==> config.mk <==
export PLATFORM = sky130hd
export DESIGN_NAME = seq_divider
export DESIGN_NICKNAME = d
export VERILOG_FILES = /design/src/rtl/div_pkg.sv /design/src/rtl/div_step.sv /design/src/rtl/seq_divider.sv
export SDC_FILE = /design/constraint.sdc
export NUM_CORES = 1
export LEC_CHECK = 0
export CORE_UTILIZATION = 60
export DETAILED_ROUTE_END_ITERATION = 10
export DONT_BUFFER_PORTS = 1
export PLACE_DENSITY = 0.76
export SLEW_MARGIN = 20
export SYNTH_ARGS = -nofsm -noshare
export SYNTH_HDL_FRONTEND = slang
export SYNTH_SLANG_ARGS = --single-unit
==> constraint.sdc <==
create_clock -name clock -period 4.2 [get_ports clock]
set_input_delay 0.84 -clock clock [delete_from_list [all_inputs] [get_ports clock]]
set_output_delay 0.84 -clock clock [all_outputs]
set_load 0.02 [all_outputs]
==> src/rtl/div_pkg.sv <==
// Shared definitions for the sequential restoring divider: FSM state encoding,
// default operand widths and the iteration-counter width helper.
package div_pkg;

    localparam int DEF_DIVIDEND_W = 8;
    localparam int DEF_DIVISOR_W  = 4;

    typedef logic [1:0] state_t;
    localparam state_t IDLE = 2'd0;
    localparam state_t RUN  = 2'd1;
    localparam state_t DONE = 2'd2;

    // Counter only has to reach DIVIDEND_W-1.
    function automatic int cnt_w(input int dividend_w);
        return (dividend_w < 2) ? 1 : $clog2(dividend_w);
    endfunction

endpackage

==> src/rtl/div_step.sv <==
// One restoring-division iteration: shift the next dividend bit into the
// partial remainder, then conditionally subtract the divisor.
module div_step #(
    parameter int DIVISOR_W = 4
) (
    input  logic [DIVISOR_W:0]   rem_in,
    input  logic                 bit_in,
    input  logic [DIVISOR_W-1:0] divisor,
    output logic [DIVISOR_W:0]   rem_out,
    output logic                 q_bit
);

    logic [DIVISOR_W:0] shifted;
    logic               unused_msb;

    // The top bit is always shifted out; it only exists to hold the trial value.
    assign unused_msb = rem_in[DIVISOR_W];
    assign shifted    = {rem_in[DIVISOR_W-1:0], bit_in};
    assign q_bit      = (shifted >= {1'b0, divisor});
    assign rem_out    = q_bit ? (shifted - {1'b0, divisor}) : shifted;

endmodule

==> src/rtl/seq_divider.sv <==
// Sequential unsigned restoring divider, one quotient bit per RUN cycle.
// Optional macro SEQ_DIVIDER_DIV0_EN adds a div0 flag and a zero-divisor fast path.
module seq_divider
    import div_pkg::*;
#(
    parameter int DIVIDEND_W = DEF_DIVIDEND_W,
    parameter int DIVISOR_W  = DEF_DIVISOR_W
) (
    input  logic                  clock,
    input  logic                  reset_n,
    input  logic                  start,
    input  logic [DIVIDEND_W-1:0] dividend,
    input  logic [DIVISOR_W-1:0]  divisor,
    output logic                  busy,
    output logic                  done,
    output logic [DIVIDEND_W-1:0] quotient,
    output logic [DIVISOR_W-1:0]  remainder
`ifdef SEQ_DIVIDER_DIV0_EN
    ,
    output logic                  div0
`endif
);

    localparam int CNT_W = cnt_w(DIVIDEND_W);

    state_t                state;
    logic [CNT_W-1:0]      cnt;
    logic [DIVIDEND_W-1:0] work;
    logic [DIVISOR_W-1:0]  dsr;
    logic [DIVISOR_W:0]    rem;
    logic [DIVISOR_W:0]    rem_nxt;
    logic                  q_bit;
    logic                  last;

    // work shifts dividend bits out of the MSB while quotient bits enter at the LSB.
    div_step #(.DIVISOR_W(DIVISOR_W)) u_step (
        .rem_in  (rem),
        .bit_in  (work[DIVIDEND_W-1]),
        .divisor (dsr),
        .rem_out (rem_nxt),
        .q_bit   (q_bit)
    );

    assign last = (cnt == CNT_W'(DIVIDEND_W - 1));
    assign busy = (state == RUN);
    assign done = (state == DONE);

    always_ff @(posedge clock or negedge reset_n) begin
        if (!reset_n) begin
            state     <= IDLE;
            cnt       <= '0;
            work      <= '0;
            dsr       <= '0;
            rem       <= '0;
            quotient  <= '0;
            remainder <= '0;
`ifdef SEQ_DIVIDER_DIV0_EN
            div0      <= 1'b0;
`endif
        end else begin
            case (state)
                IDLE: if (start) begin
                    dsr  <= divisor;
                    work <= dividend;
                    rem  <= '0;
                    cnt  <= '0;
`ifdef SEQ_DIVIDER_DIV0_EN
                    if (divisor == '0) begin
                        state     <= DONE;
                        quotient  <= '1;
                        remainder <= dividend[DIVISOR_W-1:0];
                        div0      <= 1'b1;
                    end else begin
                        state <= RUN;
                    end
`else
                    state <= RUN;
`endif
                end
                RUN: begin
                    rem  <= rem_nxt;
                    work <= {work[DIVIDEND_W-2:0], q_bit};
                    cnt  <= cnt + CNT_W'(1);
                    if (last) begin
                        state     <= DONE;
                        quotient  <= {work[DIVIDEND_W-2:0], q_bit};
                        remainder <= rem_nxt[DIVISOR_W-1:0];
`ifdef SEQ_DIVIDER_DIV0_EN
                        div0      <= 1'b0;
`endif
                    end
                end
                DONE:    state <= IDLE;
                default: state <= IDLE;
            endcase
        end
    end

endmodule
Word-level counts from Yosys, hierarchy flattened
Cells that the tools add are included.

cells by class
  reduce and logical (&&, ||, !) cells = 6
  mux-type cells = 10
  add/subtract/negate cells = 2
  $lt $le $gt $ge = 1
  equality and inequality tests = 5

operators by type and width
  kind                                                  count
  one-hot mux 8 bit (2 select lines)                    1
  2-to-1 mux 4 bit                                      2
  2-to-1 mux 8 bit                                      1
  one-hot mux 4 bit (2 select lines)                    1
  AND reduction 2 bit                                   4
  one-hot mux 3 bit (2 select lines)                    1
  greater-or-equal comparator 5 x 4 -> 1 bit            1
  2-to-1 mux 2 bit                                      2
  one-hot mux 2 bit (2 select lines)                    1
  subtractor 4 bit                                      1
  adder 3 x 1 -> 3 bit (second input constant)          1
  equality test 3 bit (second input constant)           1
  2-to-1 mux 3 bit                                      1
  equality test 2 x 1 -> 1 bit (second input constant)  1
  equality test 2 bit (second input constant)           1
  logical NOT 2 bit                                     1
  != test 2 x 1 -> 1 bit (second input constant)        1
  != test 2 bit (second input constant)                 1
  nonzero test 2 bit                                    1

storage, ports and cells
  bits in registers = 33
  logic and storage cells = 31
  input bits = 15
  output and inout bits = 14

Depth between registers and ports, before layout
Gate-level depths: netlist of the first run.

  depth in word-level cells = 3
  depth in mapped cells = 7

By module
A second synthesis of the first run with hierarchy kept.

unflattened totals
  cells, all modules = 137
  area total of the unflattened synthesis = 1607.8 um^2

by module, submodules not included
  module       seq. area each (um^2)  cells each  times used  area each (um^2)
  seq_divider  850.8                  102         1           1360.1
  div_step     0.0                    35          1           247.7

Worst setup path after synthesis of the first run
OpenSTA, ideal clock, no wires.

  path kind = input to register
  start point = in start
  end point = reg dsr[0]
  arrival = 1772 ps
  path slack = 2303 ps
  cell stages on the path = 4
  buffers on the path = 1
  data required time = 4075 ps
  library setup time = 125 ps
  path through = nor2b_1 > nor2b_1 > buf_2 > mux2_2

on the way
  word-level cells in the longest chain between the ends = 1

RTL lines
  element                               RTL line           RTL
  from (decl)                           seq_divider.sv:11  input logic start,
  AND reduction 2 bit (no source line)  -
  to (signal assigned)                  seq_divider.sv:63  dsr <= divisor;
  to (decl)                             seq_divider.sv:29  logic [DIVISOR_W-1:0] dsr;

Every way passes these cells.
A chain may end at the register's enable or synchronous reset.

Final worst setup path of the first run
  start point = reg state[1]
  end point = out busy

on the way
  word-level cells in the longest chain between the ends = 1

RTL lines
  element                       RTL line           RTL
  from (decl)                   seq_divider.sv:26  state_t state;
  from (signal assigned)        seq_divider.sv:50  state <= IDLE;
  from (signal assigned)        seq_divider.sv:77  state <= RUN;
  from (signal assigned)        seq_divider.sv:85  state <= DONE;
  equality test 2 x 1 -> 1 bit  seq_divider.sv:45  assign busy = (state == RUN);
  to (decl)                     seq_divider.sv:14  output logic busy,

Every way passes these cells.

==> summary.txt, run 1 <==
# hold bufs at CTS = 0
Number of top-level design ports = 29
Number of cells on the worst reg-to-reg path = 4
Number of max-capacitance violations reported = 0
Startpoint of the most critical register-to-register path = state[1]$_DFFE_PN0P_
Series of cell instances along the critical path = nand2b_1 > inv_2
Yosys warning total = 0
Post-route clock period utilization = 0.539
Netlist area before placement = 0.00163 mm2
Crit. End Element = primary output
Post-Route Skew = 4.47 ps
Achievable clock frequency = 442 MHz
Family of cells with the greatest summed delay on the critical path = flip-flops
Die width = 54.1 um
Number of unique standard cell types used by synthesis = 30
Async set or reset register ratio after synthesis = 1.00
Dominant cell type by area after synthesis = dfrtp_1
Power spent charging and discharging nets = 687 uW
Clk_lat worst skew = 320 ps
Critical path fanouts, max = 11
Post-cts sizing count = 0
Buffers and inverters on the worst path = 1
Initial antenna violation count = 0
Min Clock Period, post-route = 2260 ps
Logic pwr share = 0.452
Design internal power = 875 uW
Vias in the first global route = 1122
Remaining Overflow, GRT = 0
Leak Pwr = 0.000725 uW
Vert. Die Dim = 54.1 um
Count of flip-flops with a built-in enable after synthesis = 0
Total setup violations reported at the end of the flow = 0
Startpoint Class = flip-flop
Switching portion of total power = 0.440
Delay of the slowest cell on the worst path = 500 ps
Clock tree from TritonCTS = done
Data required, critical path = 3360 ps
Most used standard cells in the synthesized netlist = dfrtp_1 (33), nand2_1 (16), o21ai_0 (14), a21oi_1 (11), nor2b_1 (9)
Ratio of total power to cell area = 928 mW/mm2
Effective utilization at floorplan = 0.646
Relative max-transition margin = 0.542
Fraction of layout cells with a size suffix above 1 = 0.120
Total iterations of the first detailed-routing run = 4
Number of nets still failing antenna checks after routing = 0
Mean Syn Cell Area = 10.9 um2
Maximum root-to-sink buffer count = 2
Placer congestion estimate = 0.796
Clock-pin transition on the worst setup and hold timing paths = 90 ps
Number of DRC violations after detailed-routing iteration 0 = 19
Final total negative setup slack = 0 ps
Detailed-placement wirelength estimate = 2.30 mm
Synth top area share = 0.507
Cell chosen for the clock root = clkbuf_4
Total clock sinks = 33
Data arrival time at the worst-slack endpoint = 1420 ps
P&R area growth vs syn = 3.22%
DRT Wirelength = 3.12 mm
Post-synthesis sequential area ratio = 0.507
Number of levels the H-tree was split into = 2
End of the worst register-to-register path = remainder[2]$_DFFE_PN0P_
Number of buffers inserted by port buffering = 0
Run status = finished clean
Number of nets in the finished design = 172
Number of design rule violations left after detail routing = 0
Final std cells w/o fill = 180
Final hold violation count = 0
Count leader, synth = dfrtp_1
Core Box Area = 0.00252 mm2
Global Route Usage Sum = 0.255
DP Cell Count = 173
Synthesized Nets = 172
Die area = 0.00293 mm2
Number of standard cells after synthesis = 150
Actual transition at the worst max-transition pin = 685 ps
Sequential Power Share = 0.436
Cell at the slowest stage of the critical path = dfrtp_1
Max Transition Viols Final = 0
Most frequently used flop master after synthesis = dfrtp_1
Global-route wire length before repair = 5.06 mm
Final-layout fill cell count = 208
Maximum number of pins on one net before global-route repair = 34
Seq cells post-synth = 33
Share of power burned in the clock network = 0.112
N_diodes = 0
Critical Setup Path Class = flip-flop to primary output
Vias/cell = 6.31
Setup repair bufs after CTS = 0
TritonCTS buffer count = 5
Class of the tightest hold or removal check = input pin to asynchronous set/reset pin
Total via count in the routed design = 1136
Number of standard-cell rows in the floorplan = 18
Worst IR Drop VDD = 0.536 mV
Main area contributors after synthesis = dfrtp_1 (51%), mux2_2 (5.5%), ha_1 (4.6%)
Routed len/inst = 17.3 um
Register-to-register setup slack = 2100 ps
Setup repair after global routing missed its margin = false
==> routing by layer <==
metal / share of wire / track usage / up-vias / wire, um
met5: 0 / 0 / - / 0
met4: 0.018 / 0.0983 / 0 / 57
met3: 0.061 / 0.107 / 6 / 190
met2: 0.49 / 0.427 / 30 / 1530
met1: 0.43 / 0.285 / 560 / 1340
li1: - / - / 540 / -
==> through the flow <==
stage | total power (uW) | hold slack, ps | instance area, um2 | utilization | setup WS (ps)
after global placement | 1360 | 493 | 1630 | 0.645 | 2010
after CTS | 1570 | 182 | 1680 | 0.667 | 1920
final | 1560 | 199 | 1680 | 0.667 | 1940
after floorplan | 1260 | 457 | 1630 | - | 2300
after global routing | 1680 | 163 | 1680 | 0.667 | 1790
after detailed placement | 1390 | 498 | 1630 | 0.645 | 1940
==> layout by cell type (no fill, tap or decap), types with 2 or more instances in the layout <==
cell type,n
inv_1,6
a211oi_1,4
o21bai_1,2
ha_1,6
a22oi_1,7
nor3b_1,2
nand2b_1,2
mux2_2,8
nand2_1,16
a21oi_1,11
a22o_1,2
nor2b_1,9
o21ai_0,14
o31ai_1,8
clkbuf_4,5
or2_1,2
dfrtp_1,33
==> power by group through the flow <==
stage	Clock, uW	Combinational (uW)	Sequential [uW]
6_report	174	706	681
5_1_grt	195	783	704
4_1_cts	182	707	682
3_5_place_dp	0	704	690
3_3_place_gp	0	676	682
2_1_floorplan	0	627	635
==> worst max-delay path by stage <==
| stage | startpoint | to | slack [ps] | cells past startpoint |
|---|---|---|---|---|
| finish | state[1]$_DFFE_PN0P_ | busy | 1940 | 2 |
| global route | state[1]$_DFFE_PN0P_ | busy | 1790 | 2 |
| CTS | state[1]$_DFFE_PN0P_ | busy | 1920 | 2 |
| detailed placement | start | dsr[0]$_DFFE_PN0P_ | 1940 | 3 |
| global placement | start | dsr[0]$_DFFE_PN0P_ | 2010 | 3 |
| floorplan | start | dsr[0]$_DFFE_PN0P_ | 2300 | 4 |
==> area by class of cell <==
class	instances	area [um2]	area share
clock buffers	7	55.1	0.0327
well taps	30	37.5	0.0223
flip-flops and latches	33	826	0.491
multi-input cells	103	738	0.439
inverters	7	26.3	0.0156
==> sequential cells by signal (all words and copies together), names as in the netlist <==
register   cells
quotient       8
work           8
dsr            4
rem            4
remainder      4
cnt            3
state          2
==> logic make-up (layout without fill, tap and decap cells) <==
group | after synthesis | after routing | synth area share
xor gates and xnor gates | 1 | 1 | 0.00537
DFF | 33 | 33 | 0.507
muxes | 8 | 8 | 0.0553
buffers and inverters | 14 | 14 | 0.0407
adders and majority gates | 7 | 7 | 0.0583
AOI/OAI and AO/OA | 51 | 51 | 0.213
and+or+nand+nor | 36 | 36 | 0.120
No activity file was read; power rests on OpenSTA's default activity.
==> run 2: changes to the inputs <==
--- a/config.mk
+++ b/config.mk
@@ -5,10 +5,10 @@
 export SDC_FILE = /design/constraint.sdc
 export NUM_CORES = 1
 export LEC_CHECK = 0
-export CORE_UTILIZATION = 60
+export CORE_UTILIZATION = 55
 export DETAILED_ROUTE_END_ITERATION = 10
 export DONT_BUFFER_PORTS = 1
-export PLACE_DENSITY = 0.76
+export PLACE_DENSITY = 0.73
 export SLEW_MARGIN = 20
 export SYNTH_ARGS = -nofsm -noshare
 export SYNTH_HDL_FRONTEND = slang
==> constraint.sdc (replaced) <==
create_clock -name clock -period 2 [get_ports clock]
set_input_delay 0.4 -clock clock [delete_from_list [all_inputs] [get_ports clock]]
set_output_delay 0.4 -clock clock [all_outputs]
set_load 0.02 [all_outputs]
==> summary.txt, run 2 (synthesis gave the netlist of run 1 again) <==
Max Transition Viols Final = 0 (unchanged)
Number of max-capacitance violations reported = 0 (unchanged)
Routed len/inst = 17.1 um (-1.1%)
N_diodes = 0 (unchanged)
Clock-pin transition on the worst setup and hold timing paths = 100 ps (about the same)
Number of nets still failing antenna checks after routing = 0 (unchanged)
DRT Wirelength = 3.31 mm (+6.0%)
Placer congestion estimate = 1.01 (+27%)
Most common library cell in the layout ignoring fill and taps = dfrtp_1
Detailed-placement wirelength estimate = 2.30 mm (about the same)
Design internal power = 1920 uW (+120%)
Die width = 56.4 um (+4.3%)
Number of DRC violations after detailed-routing iteration 0 = 43 (+24)
Critical path fanouts, max = 6 (-5)
Setup repair after global routing missed its margin = false
Post-Route Skew = 10.0 ps (+5.55 ps)
Initial antenna violation count = 0 (unchanged)
Cell at the slowest stage of the critical path = dfrtp_1
Number of buffers inserted by port buffering = 0 (unchanged)
Total via count in the routed design = 1198 (+5.5%)
Number of levels the H-tree was split into = 2 (unchanged)
Top library cells by usage in the layout, fill and taps aside = dfrtp_1 (33), nand2_1 (16), o21ai_0 (14), a21oi_1 (11)
Class of the tightest hold or removal check = input pin to flip-flop
Post-route clock period utilization = 0.962
P&R area growth vs syn = 10.3%
Sequential Power Share = 0.411 (-0.025)
Startpoint Class = flip-flop
Data required, critical path = 2240 ps (-1120 ps)
Total clock sinks = 33 (unchanged)
Core Box Area = 0.00278 mm2 (+10%)
TritonCTS buffer count = 5 (unchanged)
Share of power burned in the clock network = 0.103 (-0.009)
Crit. End Element = flip-flop
Maximum number of pins on one net before global-route repair = 34 (unchanged)
Remaining Overflow, GRT = 0 (unchanged)
Clk_lat worst skew = 320 ps (about the same)
Critical Setup Path Class = flip-flop to flip-flop
Power spent charging and discharging nets = 1540 uW (+120%)
Worst IR Drop VDD = 1.21 mV (+130%)
Maximum root-to-sink buffer count = 2 (unchanged)
Number of design rule violations left after detail routing = 0 (unchanged)
Global-route wire length before repair = 5.50 mm (+8.6%)
Total iterations of the first detailed-routing run = 4 (unchanged)
Logic pwr share = 0.486 (+0.034)
Delay of the slowest cell on the worst path = 400 ps (-100 ps)
Vias in the first global route = 1202 (+7.1%)
Final total negative setup slack = 0 ps (unchanged)
Final hold violation count = 0 (unchanged)
Number of top-level design ports = 29 (unchanged)
Total setup violations reported at the end of the flow = 0 (unchanged)
Final-layout fill cell count = 221 (+6.3%)
Run status = finished clean
Cell chosen for the clock root = clkbuf_4
Switching portion of total power = 0.445 (+0.00518)
Series of cell instances along the critical path = ha_1 > nand2b_1 > a211o_4 > a311o_1 > o31ai_2
Ratio of total power to cell area = 1920 mW/mm2 (+110%)
Die area = 0.00319 mm2 (+8.8%)
Number of standard-cell rows in the floorplan = 19 (+1)
Achievable clock frequency = 520 MHz
Relative max-transition margin = 0.737 (+0.195)
Fraction of layout cells with a size suffix above 1 = 0.185 (+0.0652)
Overall power = 3460 uW (+120%)
Actual transition at the worst max-transition pin = 393 ps (-292 ps)
Global Route Usage Sum = 0.227 (-0.0276)
Vias/cell = 6.21 (-1.6%)
Data arrival time at the worst-slack endpoint = 2160 ps (+740 ps)
Clock tree from TritonCTS = done
Number of nets in the finished design = 183 (+6.4%)
Effective utilization at floorplan = 0.586 (-0.0602)
Min Clock Period, post-route = 1920 ps
Vert. Die Dim = 56.4 um (+4.3%)
Largest registers in the final layout = quotient x8, work x8
Leak Pwr = 0.000783 uW (+8.0%)
run 2: changes by cell type in the layout (fill, tap and decap cells not counted), sizes merged:
cell,change
clkbuf,+1
buf,+10
dlygate4sd3,+1
run 2: path summary, 6_finish.rpt:
kind                       slack, ps                 endpoint  cells past startpoint          startpoint
max                               80       rem[3]$_DFFE_PN0P_                      5  dsr[0]$_DFFE_PN0P_
min                              190       dsr[1]$_DFFE_PN0P_                      2          divisor[1]
max reg2reg                       80       rem[3]$_DFFE_PN0P_                      5  dsr[0]$_DFFE_PN0P_
min reg2reg                      500       cnt[0]$_DFFE_PN0P_                      1  cnt[0]$_DFFE_PN0P_
max in group asynchronous       1310  quotient[0]$_DFFE_PN0P_                      2             reset_n
min in group asynchronous        500       dsr[1]$_DFFE_PN0P_                      2             reset_n
run 2: area by class of cell:
| type | count | area, um2 | area share |
|---|---|---|---|
| tap | 31 | 38.8 | 0.0216 |
| multi-input combinational | 103 | 761 | 0.423 |
| inverter | 7 | 26.3 | 0.0146 |
| clock buffer | 8 | 48.8 | 0.0271 |
| timing repair buffer | 11 | 97.6 | 0.0543 |
| sequential | 33 | 826 | 0.459 |
run 2: what timing repair did:
action / CTS / global route
setup buffers: 0 / 1
endpoints found under the hold margin: 33 / 0
gates resized for setup: 0 / 4
endpoints found under the setup margin: 0 / 4
hold buffers: 2 / 0
run 2: per-layer routing:
layer  GRT usage  vias to the layer above  part of all wire  wire length, um
li1            -                      563                 -                -
met4      0.0801                        0             0.023               77
met2       0.360                       33              0.48             1590
met5           0                        -                 0                0
met1       0.291                      594              0.45             1480
met3      0.0760                        8             0.048              159
run 2: critical path: cells and delay by family (launching register included):
family                   cells  cell delay (ps)
AO/OA/AOI/OAI                3              930
AND/OR/NAND/NOR              1              210
flip-flops                   1              400
adder cells (fa/ha/maj)      1              300
run 2: stage by stage:
step | cells | setup WS (ps) | hold WS (ps) | cell area (um2) | util
2_1_floorplan | 150 | 208 | 104 | 1630 | -
3_3_place_gp | 182 | 166 | 105 | 1690 | 0.607
3_5_place_dp | 182 | 59.1 | 105 | 1690 | 0.607
4_1_cts | 192 | 37.3 | 195 | 1770 | 0.636
5_1_grt | 193 | 9.80 | 187 | 1800 | 0.646
6_report | 193 | 75.5 | 195 | 1800 | 0.646
run 2: power groups by stage:
stage	registers, uW	clock network, uW	logic (uW)
2_1_floorplan	1330	0	1320
3_3_place_gp	1410	0	1470
3_5_place_dp	1430	0	1540
4_1_cts	1420	360	1570
5_1_grt	1460	393	1870
6_report	1420	355	1680
==> run 3: changes to the inputs <==
--- a/config.mk
+++ b/config.mk
@@ -9,6 +9,7 @@
 export DETAILED_ROUTE_END_ITERATION = 10
 export DONT_BUFFER_PORTS = 1
 export PLACE_DENSITY = 0.73
+export SETUP_SLACK_MARGIN = 0.5
 export SLEW_MARGIN = 20
 export SYNTH_ARGS = -nofsm -noshare
 export SYNTH_HDL_FRONTEND = slang
==> summary.txt, run 3 (synthesis gave the netlist of run 1 again) <==
Run status = finished clean
Maximum number of pins on one net before global-route repair = 34 (unchanged)
Startpoint Class = flip-flop
Number of cells on the worst reg-to-reg path = 5 (unchanged)
Total via count in the routed design = 1304 (+8.8%)
Buffers and inverters on the worst path = 0 (unchanged)
TritonCTS buffer count = 5 (unchanged)
Final hold violation count = 0 (unchanged)
Delay of the slowest cell on the worst path = 450 ps (+50 ps)
Class of the tightest hold or removal check = input pin to flip-flop
Number of standard-cell rows in the floorplan = 19 (unchanged)
Vias/cell = 6.36 (+2.5%)
Max Transition Viols Final = 0 (unchanged)
Global Route Usage Sum = 0.249 (+0.0218)
Crit. End Element = flip-flop
Placed instance area = 0.00171 mm2 (+1.2%)
Number of buffers inserted by port buffering = 0 (unchanged)
Maximum root-to-sink buffer count = 2 (unchanged)
Die area = 0.00319 mm2 (unchanged)
Post-route clock period utilization = 0.899 (-0.0629)
Clk_lat worst skew = 340 ps (+20 ps)
Number of nets in the finished design = 195 (+6.6%)
Post-layout worst setup margin = 201 ps (+126 ps)
Startpoint of the most critical register-to-register path = rem[1]$_DFFE_PN0P_
Hold Path Stages = 2 (unchanged)
Design internal power = 2250 uW (+17%)
Effective utilization at floorplan = 0.586 (unchanged)
Number of levels the H-tree was split into = 2 (unchanged)
Data required, critical path = 2250 ps (about the same)
Post-route standard cell area excluding fillers = 0.00203 mm2 (+13%)
Global-route wire length before repair = 5.90 mm (+7.3%)
Clock-pin transition on the worst setup and hold timing paths = 100 ps (about the same)
Worst-case hold path end point = dsr[2]$_DFFE_PN0P_
Core Box Area = 0.00278 mm2 (unchanged)
Total setup violations reported at the end of the flow = 0 (unchanged)
Number of max-capacitance violations reported = 0 (unchanged)
Sequential Power Share = 0.360 (-0.051)
Initial antenna violation count = 0 (unchanged)
Pre-CTS setup slack = 143 ps (+84.1 ps)
Final total negative setup slack = 0 ps (unchanged)
Register-to-register setup slack = 200 ps (+130 ps)
Remaining Overflow, GRT = 0 (unchanged)
Data arrival time at the worst-slack endpoint = 2050 ps (-110 ps)
Share of power burned in the clock network = 0.089 (-0.014)
Cell at the slowest stage of the critical path = dfrtp_1
Logic pwr share = 0.551 (+0.065)
Clock tree from TritonCTS = done
Setup repair after global routing missed its margin = true
Relative max-transition margin = 0.738 (about the same)
Post-Route Skew = 7.60 ps (-2.42 ps)
Family of cells with the greatest summed delay on the critical path = compound AO/OA/AOI/OAI gates
Min Clock Period, post-route = 1800 ps (-126 ps)
End of the worst register-to-register path = rem[3]$_DFFE_PN0P_
Cell chosen for the clock root = clkbuf_4
Largest registers in the final layout = quotient x8, work x8
Number of top-level design ports = 29 (unchanged)
Number of DRC violations after detailed-routing iteration 0 = 46 (+7.0%)
Worst IR Drop VDD = 1.35 mV (+11%)
P&R area growth vs syn = 24.4%
Detailed-placement wirelength estimate = 2.37 mm (+2.9%)
Routed len/inst = 18.6 um (+8.6%)
DRT Wirelength = 3.82 mm (+15%)
Most common library cell in the layout ignoring fill and taps = dfrtp_1
Critical path fanouts, max = 6 (unchanged)
N_diodes = 0 (unchanged)
Leak Pwr = 0.000872 uW (+11%)
Final Util = 0.729 (+0.0828)
Top library cells by usage in the layout, fill and taps aside = dfrtp_1 (31), buf_4 (16), nand2_1 (15), o21ai_0 (12), a21oi_1 (10)
Actual transition at the worst max-transition pin = 392 ps (-0.712 ps)
Total clock sinks = 33 (unchanged)
Total iterations of the first detailed-routing run = 4 (unchanged)
Die width = 56.4 um (unchanged)
Fraction of layout cells with a size suffix above 1 = 0.345 (+0.160)
Achievable clock frequency = 556 MHz (+7.0%)
Vert. Die Dim = 56.4 um (unchanged)
Number of nets still failing antenna checks after routing = 0 (unchanged)
Number of design rule violations left after detail routing = 0 (unchanged)
Series of cell instances along the critical path = ha_4 > or2_1 > and2_4 > a311o_1 > o31ai_2
Switching portion of total power = 0.436 (-0.00895)
Placer congestion estimate = 0.901 (-11%)
Final-layout fill cell count = 188 (-15%)
Critical Setup Path Class = flip-flop to flip-flop
Vias in the first global route = 1243 (+3.4%)
Min-Delay Startpoint = divisor[2]
Power spent charging and discharging nets = 1740 uW (+13%)
Ratio of total power to cell area = 1970 mW/mm2 (+2.5%)
run 3: power groups by stage:
stage | clock, uW | sequential [uW] | combinational [uW]
after floorplan | 0 | 1340 | 1390
after global placement | 0 | 1420 | 1550
after detailed placement | 0 | 1440 | 1630
after CTS | 358 | 1440 | 1820
after global routing | 389 | 1480 | 2380
final | 356 | 1440 | 2200
run 3: routing by layer:
metal / vias up / GRT usage / share of wire
met2: 47 / 0.398 / 0.51
met1: 662 / 0.306 / 0.42
met4: 0 / 0.125 / 0.021
met3: 10 / 0.0737 / 0.057
met5: - / 0 / 0
li1: 585 / - / -
run 3: worst max-delay path by stage:
stage | startpoint | end | slack (ps) | cells after the start
final | rem[1]$_DFFE_PN0P_ | rem[3]$_DFFE_PN0P_ | 200 | 5
after global routing | dsr[1]$_DFFE_PN0P_ | remainder[3]$_DFFE_PN0P_ | 120 | 6
after CTS | dsr[0]$_DFFE_PN0P_ | rem[3]$_DFFE_PN0P_ | 160 | 5
after detailed placement | work[7]$_DFFE_PN0P_ | rem[3]$_DFFE_PN0P_ | 140 | 6
after global placement | dsr[1]$_DFFE_PN0P_ | remainder[3]$_DFFE_PN0P_ | 250 | 5
after floorplan | dsr[2]$_DFFE_PN0P_ | rem[3]$_DFFE_PN0P_ | 280 | 7
run 3: area by class of cell:
cell class / count / area [um2] / area share
Multi-Input combinational cell: 103 / 856 / 0.422
Sequential cell: 33 / 828 / 0.408
Timing Repair Buffer: 23 / 228 / 0.112
Clock buffer: 8 / 48.8 / 0.0241
Tap cell: 31 / 38.8 / 0.0191
Inverter: 7 / 28.8 / 0.0142
run 3: repair_timing:
item / 4_1_cts / 5_1_grt
pin swaps: 3 / 3
hold buffers: 2 / 0
setup buffers: 2 / 11
hold endpoints to repair: 33 / 0
resized for setup: 10 / 19
endpoints found under the setup margin: 14 / 21
gates cloned: 0 / 1
run 3: metrics by stage:
stage / power [uW] / hold WS (ps) / std cells
after floorplan: 2730 / 104 / 150
after global placement: 2980 / 105 / 181
after detailed placement: 3070 / 105 / 181
after CTS: 3620 / 176 / 193
after global routing: 4250 / 185 / 205
final: 4000 / 183 / 205
run 3: worst register-to-register path: stages (launching register included):
cell and delay [ps]:
dfrtp_1 450, ha_4 250, or2_1 240, and2_4 200, a311o_1 350, o31ai_2 220
